File: config.mk
export PLATFORM = sky130hd
export DESIGN_NAME = iob_cache_be_arbiter
export DESIGN_NICKNAME = d
export VERILOG_FILES = /design/src/rtl/iob_cache_be_arbiter.sv
export SDC_FILE = /design/constraint.sdc
export NUM_CORES = 1
export LEC_CHECK = 0
export ABC_CLOCK_PERIOD_IN_PS = 1700
export CAP_MARGIN = 20
export CORE_AREA = 5 5 107 109
export CTS_CLUSTER_DIAMETER = 120
export CTS_CLUSTER_SIZE = 30
export DETAILED_ROUTE_END_ITERATION = 8
export DIE_AREA = 0 0 112 114
export GPL_ROUTABILITY_DRIVEN = 0
export SYNTH_ARGS = -nofsm -noshare
export SYNTH_HDL_FRONTEND = slang
export SYNTH_SLANG_ARGS = --single-unit
File: constraint.sdc
create_clock -name clk_i -period 1.7 [get_ports clk_i]
set_input_delay 0.34 -clock clk_i [delete_from_list [all_inputs] [get_ports clk_i]]
set_output_delay 0.34 -clock clk_i [all_outputs]
set_load 0.005 [all_outputs]
File: src/rtl/iob_cache_be_arbiter.sv
// -----------------------------------------------------------------------------
// iob_cache_be_arbiter
//
// Round-robin arbiter sharing one back-end native memory port between
// N_MASTERS cache back ends (e.g. I-cache + D-cache in front of one DDR
// controller). A grant is sticky: the owner keeps the port for as long as it
// holds its request, so multi-word line fills and write-through drains are
// never interleaved. With MAX_XFERS != 0 the owner is forced out on its
// MAX_XFERS-th acked transfer if another master is waiting.
//
// Ports
//   clk_i, rst_i   clock, synchronous active-high reset
//   s_req          per-master request, held until acked
//   s_addr         packed addresses, master i at [i*BE_ADDR_W +: BE_ADDR_W]
//   s_wdata        packed write data
//   s_wstrb        packed byte strobes (all-zero = read)
//   s_rdata        m_rdata replicated into every slot
//   s_ack          per-master acknowledge (one-hot or zero)
//   m_req/m_addr/m_wdata/m_wstrb   request towards memory
//   m_rdata/m_ack                  response from memory
// -----------------------------------------------------------------------------
module iob_cache_be_arbiter #(
    parameter int N_MASTERS = 2,
    parameter int BE_ADDR_W = 24,
    parameter int BE_DATA_W = 32,
    parameter int MAX_XFERS = 8
) (
    input  logic                              clk_i,
    input  logic                              rst_i,
    input  logic [N_MASTERS-1:0]              s_req,
    input  logic [N_MASTERS*BE_ADDR_W-1:0]    s_addr,
    input  logic [N_MASTERS*BE_DATA_W-1:0]    s_wdata,
    input  logic [N_MASTERS*BE_DATA_W/8-1:0]  s_wstrb,
    output logic [N_MASTERS*BE_DATA_W-1:0]    s_rdata,
    output logic [N_MASTERS-1:0]              s_ack,
    output logic                              m_req,
    output logic [BE_ADDR_W-1:0]              m_addr,
    output logic [BE_DATA_W-1:0]              m_wdata,
    output logic [BE_DATA_W/8-1:0]            m_wstrb,
    input  logic [BE_DATA_W-1:0]              m_rdata,
    input  logic                              m_ack
);

    localparam int STRB_W = BE_DATA_W / 8;
    localparam int IDX_W  = $clog2(N_MASTERS);
    localparam int CNT_W  = (MAX_XFERS > 0) ? $clog2(MAX_XFERS + 1) : 1;

    localparam logic [IDX_W-1:0] LAST_RST = IDX_W'(N_MASTERS - 1);
    localparam logic [CNT_W-1:0] CNT_MAX  = CNT_W'(MAX_XFERS);
    localparam logic [CNT_W-1:0] CNT_CAP  = CNT_W'(MAX_XFERS - 1);

    typedef enum logic {
        IDLE = 1'b0,
        BUSY = 1'b1
    } state_t;

    state_t           state_q, state_d;
    logic [IDX_W-1:0] grant_q, grant_d;
    logic [IDX_W-1:0] last_q,  last_d;
    logic [CNT_W-1:0] cnt_q,   cnt_d;

    logic             pick_vld;
    logic [IDX_W-1:0] pick_idx;
    logic             owner_req;
    logic             others_req;
    logic             xfer;
    logic             force_out;

    // -------------------------------------------------------------------------
    // Round-robin search starting just after the previous owner, so the
    // master that last held the port is the lowest priority this round.
    // -------------------------------------------------------------------------
    // NOTE: every variable of a combinational block gets a default before any
    // branch; a path that leaves one unassigned would infer a latch.
    always_comb begin
        logic [IDX_W-1:0] idx;
        pick_vld = 1'b0;
        pick_idx = '0;
        idx      = '0;
        for (int k = 1; k <= N_MASTERS; k++) begin
            idx = IDX_W'((int'(last_q) + k) % N_MASTERS);
            if (!pick_vld && s_req[idx]) begin
                pick_vld = 1'b1;
                pick_idx = idx;
            end
        end
    end

    // -------------------------------------------------------------------------
    // Forwarding. Address and data always come from the grant slot; only the
    // strobe is masked in IDLE so nothing looks like a write between grants.
    // m_req and s_ack are also held low while rst_i is asserted so the port
    // goes quiet in the reset cycle itself.
    // -------------------------------------------------------------------------
    always_comb begin
        logic [N_MASTERS-1:0] grant_oh;
        grant_oh           = '0;
        grant_oh[grant_q]  = 1'b1;

        owner_req  = s_req[grant_q];
        others_req = |(s_req & ~grant_oh);

        m_req   = (state_q == BUSY) && owner_req && !rst_i;
        m_addr  = s_addr [int'(grant_q)*BE_ADDR_W +: BE_ADDR_W];
        m_wdata = s_wdata[int'(grant_q)*BE_DATA_W +: BE_DATA_W];
        m_wstrb = (state_q == BUSY) ? s_wstrb[int'(grant_q)*STRB_W +: STRB_W]
                                    : '0;

        // m_ack is only meaningful while m_req is high.
        xfer           = m_req && m_ack;
        s_ack          = '0;
        s_ack[grant_q] = xfer;
        s_rdata        = {N_MASTERS{m_rdata}};

        // Forced release fires on the capping ack itself; that ack is still
        // delivered to the owner this cycle.
        force_out = (MAX_XFERS != 0) && xfer && (cnt_q == CNT_CAP) && others_req;
    end

    // -------------------------------------------------------------------------
    // Next-state logic.
    // -------------------------------------------------------------------------
    always_comb begin
        state_d = state_q;
        grant_d = grant_q;
        last_d  = last_q;
        cnt_d   = cnt_q;

        case (state_q)
            IDLE: begin
                if (pick_vld) begin
                    grant_d = pick_idx;
                    cnt_d   = '0;
                    state_d = BUSY;
                end
            end
            BUSY: begin
                // Saturates at the cap so a lone owner keeps streaming.
                if (xfer && (MAX_XFERS != 0) && (cnt_q != CNT_MAX)) begin
                    cnt_d = cnt_q + 1'b1;
                end
                // A dropped request means no transfer is outstanding, since
                // the native protocol holds req until ack.
                if (!owner_req || force_out) begin
                    state_d = IDLE;
                    last_d  = grant_q;
                end
            end
            default: state_d = IDLE;
        endcase
    end

    // NOTE: state registers use non-blocking assignments so every flop samples
    // the pre-edge value of its neighbours, independent of statement order.
    always_ff @(posedge clk_i) begin
        if (rst_i) begin
            state_q <= IDLE;
            grant_q <= '0;
            last_q  <= LAST_RST;
            cnt_q   <= '0;
        end else begin
            state_q <= state_d;
            grant_q <= grant_d;
            last_q  <= last_d;
            cnt_q   <= cnt_d;
        end
    end

endmodule

Yosys cells after proc, flatten, opt, wreduce, memory -nomap -nowiden
Index checks and enable logic that the tools add are counted.
{"block": "totals", "elab_cells": 58, "output_inout_bits": 127, "regBits": 7, "in_bits": 157}
{"block": "classes", "order_cmp": 4, "n_eq_ne": 4, "reduce_logical": 16, "n_mul": 1, "shift": 3, "muxes": 19, "bitwise": 4, "addsub": 3}
{"op": "64-bit by 7-bit variable part select with 32-bit output", "count": 1}
{"op": "48-bit by 7-bit variable part select with 24-bit output", "count": 1}
{"op": "1-bit two-way mux", "count": 13}
{"op": "4-bit two-way mux", "count": 3}
{"op": "1-bit logical AND", "count": 8}
{"op": "4-bit one-hot mux with 2 select lines", "count": 1}
{"op": "8-bit by 4-bit variable part select with 4-bit output", "count": 1}
{"op": "1-bit by 2-bit less-than comparator with 1-bit output, second input constant", "count": 3}
{"op": "2-bit AND reduction", "count": 3}
{"op": "4-bit by 1-bit adder with 4-bit output, second input constant", "count": 1}
{"op": "2-bit bitwise AND", "count": 2}
{"op": "4-bit by 3-bit equality test with 1-bit output, second input constant", "count": 1}
{"op": "4-bit inequality test, second input constant", "count": 1}
{"op": "1-bit logical NOT", "count": 3}
{"op": "1-bit by 2-bit multiplier with 3-bit output, second input constant", "count": 1}
{"op": "1-bit adder, second input constant", "count": 2}
{"op": "2-bit by 1-bit inequality test with 1-bit output, second input constant", "count": 1}
{"op": "2-bit inequality test, second input constant", "count": 1}
{"op": "2-bit inverter", "count": 1}
{"op": "1-bit one-hot mux with 2 select lines", "count": 1}
{"op": "2-bit OR reduction", "count": 1}
{"op": "1-bit demux with 1-bit select", "count": 1}
{"op": "1-bit >= comparator, second input constant", "count": 1}
{"op": "1-bit logical OR", "count": 1}
{"op": "1-bit inverter", "count": 1}

Longest topological paths before layout
{"block": "depth", "word_depth": 11, "mapped_depth": 5, "ltp_nobuf": 4}

Worst setup path after synthesis
Ideal clock, no wire load.
{"block": "synth_timing", "path_type": "register to output", "from": "register grant_q", "to": "output port m_addr[15]", "required_time_ps": 1360, "path_slack_ps": 192, "path_stages_with_launch": 5, "path_buffers": 3, "arrival_ps": 1168, "cell_sequence": "dfxtp_1 > buf_4 > buf_2 > buf_2 > mux2_2"}
{"block": "synth_via", "elab_chain_len": 2}
{"item": "from (decl)", "line": "58", "rtl": "logic [IDX_W-1:0] grant_q, grant_d;"}
{"item": "from (signal assigned)", "line": "163", "rtl": "grant_q <= grant_d;"}
{"item": "1-bit by 2-bit multiplier with 3-bit output", "line": "104", "rtl": "m_addr = s_addr [int'(grant_q)*BE_ADDR_W +: BE_ADDR_W];"}
{"item": "48-bit by 7-bit variable part select with 24-bit output", "line": "104"}
{"item": "to (decl)", "line": "37", "rtl": "output logic [BE_ADDR_W-1:0] m_addr,"}
Every way passes these cells.

Worst setup path after layout
{"block": "layout_timing", "from": "register grant_q", "to": "output port m_addr[19]"}
Same word-level chain as after synthesis.

==> out/metrics.yaml <==
outcome:
  status: "finished with violations"
  violations: "setup timing"
critical_path:
  cp.arrival_ns: 1.41
  critical_path_class: "register to output port"
  regToRegSetupSlack_ns: 0.06
  worstPathMaxFanout: 8
  worstSetupEndpointType: "output port"
  required_ns: 1.36
  start_kind: "register"
clock_tree:
  path_clk_slew_ns: 0.04
  cts_buffer_depth: 2
  hold_buffers: 0
  cts.sinks: 7
  cts_tree: "done"
  cts_buffers: 3
  clkLatencyLatePin_ns: 0.23
  cts-root-buf: "clkbuf_8"
  htree_levels: 1
power_and_ir_drop:
  comb_power_share_pct: 69.5
  clkPwrFrac_pct: 17.3
  p_per_area_nw_per_um2: 378
  p_sw_share_pct: 27.0
  leakagePower_nw: 1.54
  intPower_w: 0.00100
  pwr-share-seq_pct: 13.2
  p_sw_w: 0.000369
  finalPower_w: 0.00137
  peakVddDrop_v: 0.000208
global_route:
  grt_use_total_pct: 11.4
  antenna_found_initial: 0
  grt-ovfl-total: 0
  grt_max_degree: 12
  grt_pass1_wl_mm: 11.6
  grt_pass1_vias: 2025
yosys:
  synthesis.nets: 348
  avgSynthCellArea_um2: 8.81
  synthCells: 189
  yosys.area.top_type: "mux2_2"
  syn-cell-area_um2: 1670
  yosysSeqAreaShare_pct: 8.41
  ys_types: 26
  synth_top_area_share_pct: 38.5
  synth.top_cells.by_area: "mux2_2, buf_4, dfxtp_1"
  ys_warn_count: 0
  ys_ff_latch: 7
route:
  drt-pass1-iter-count: 4
  wl_per_cell_um: 17.7
  wl_mm: 8.39
  vias_per_cell: 4.00
  ant_nets: 0
  drc: 0
  vias: 1902
  drt_iter0_drc: 44
place:
  dp_slack_ns: -0.277
  place.detailed.hpwl_mm: 6.24
  numPortBuffers: 187
cells_and_area:
  final_common_cell: "clkdlybuf4s50_1"
  num_antenna_cells: 0
  nets: 495
  area_delta_synth_final_pct: 118
  drive_above_1_share_pct: 46.3
  layout_common_cells: "clkdlybuf4s50_1, mux2_4, mux2_2"
die:
  rows: 38
  io_pins: 284
  die_x_um: 112
  dieArea_um2: 12800
  initial_core_util_pct: 15.8
  dieHeight_um: 114
  coreArea_um2: 10500
timing:
  finalSetupViolCount: 5
  tightest_slew_ns: 0.244
  min_period_over_period_pct: 103
  max_clock_freq_mhz: 571
  fin_skew_ns: 0.00263
  fin_crit_ns: 1.75
  rsz0062_at_grt: "true"
  layout_setup_ws_ns: -0.0523
  drv_slew: 0
  hold_viol: 0
  relSlewSlack_pct: 83.5
hold_path:
  hold_class: "register to register"
job:
  maxCapViolCount: 0
sequential cells by signal, indices dropped and copies added, names as in the netlist:
signal	count
cnt_q	4
grant_q	1
last_q	1
state_q	1
worst max-delay path: stages (launching register included):
cell and delay [ns]:
dfxtp_4 0.36, buf_8 0.15, buf_16 0.14, buf_12 0.12
mux2_4 0.29, buf_6 0.12
cell families (layout without fill, tap and decap cells):
kind of cell,Yosys count,count (layout),share of synthesized area [%]
AO/OA/AOI/OAI,12,12,5.26
AND/OR/NAND/NOR,22,22,7.66
flip-flops,7,7,8.41
buffers and inverters,80,226,33.2
multiplexers,66,66,44.0
adder cells (fa/ha/maj),2,2,1.50
path summary, 6_finish.rpt:
check,start,to,cells past startpoint
worst max-delay path,grant_q,m_addr[19],5
worst min-delay path,last_q,last_q,2
worst max register to register,grant_q,last_q,7
worst min register to register,last_q,last_q,2
metrics by stage:
stage	TNS, ns	cells	util, %	cell area [um^2]	hold slack (ns)
after floorplan	0	189	-	1670	0.409
after global placement	-7.11	457	31.5	3310	0.483
after detailed placement	-7.39	457	31.5	3310	0.503
after CTS	-3.17	475	33.8	3550	0.514
after global routing	-1.32	475	34.5	3620	0.528
final	-0.197	475	34.5	3620	0.514
cell usage after synthesis:
cell type	n
inv_1	8
mux2_2	57
nor4_1	2
nand4b_1	1
a31oi_1	1
nor3_1	2
a21oi_1	2
o21a_1	1
buf_4	65
o311ai_0	1
or4_1	1
o21bai_1	1
a2111oi_0	1
a311o_2	1
nand3_1	4
nor2_1	5
o21ai_0	2
nand3b_4	1
buf_2	7
dfxtp_1	7
ha_1	2
o211ai_1	1
mux2i_1	9
nand3b_1	2
o211a_1	1
nand2_1	4
layout make-up:
class	instances	area (um^2)
clock buffers	4	45.0
fillers	1070	6880
inverters	8	30.0
multi-input cells	102	1110
flip-flops and latches	7	144
well taps	140	175
repair buffers	214	2110
power groups by stage:
stage / Combinational (W) / Clock, W / Sequential [W]
CTS: 0.000904 / 0.000239 / 0.000181
detailed placement: 0.000852 / 0 / 0.000183
global route: 0.00101 / 0.000255 / 0.000182
global placement: 0.000848 / 0 / 0.000183
floorplan: 0.000369 / 0 / 0.000181
finish: 0.000951 / 0.000237 / 0.000181
repair_timing:
action,4_1_cts,5_1_grt
endpoints found under the setup margin,63,65
gates resized for setup,214,69
gates cloned,5,2
buffers inserted,9,2
pin swaps,1,2
layer usage:
layer | wire length [um] | track usage (%) | vias to the layer above
li1 | - | - | 888
met1 | 3430 | 14.4 | 858
met2 | 3820 | 17.3 | 147
met3 | 1060 | 6.47 | 9
met4 | 68 | 1.76 | 0
met5 | 0 | 0 | -
Power figures use the tool's default switching activity.
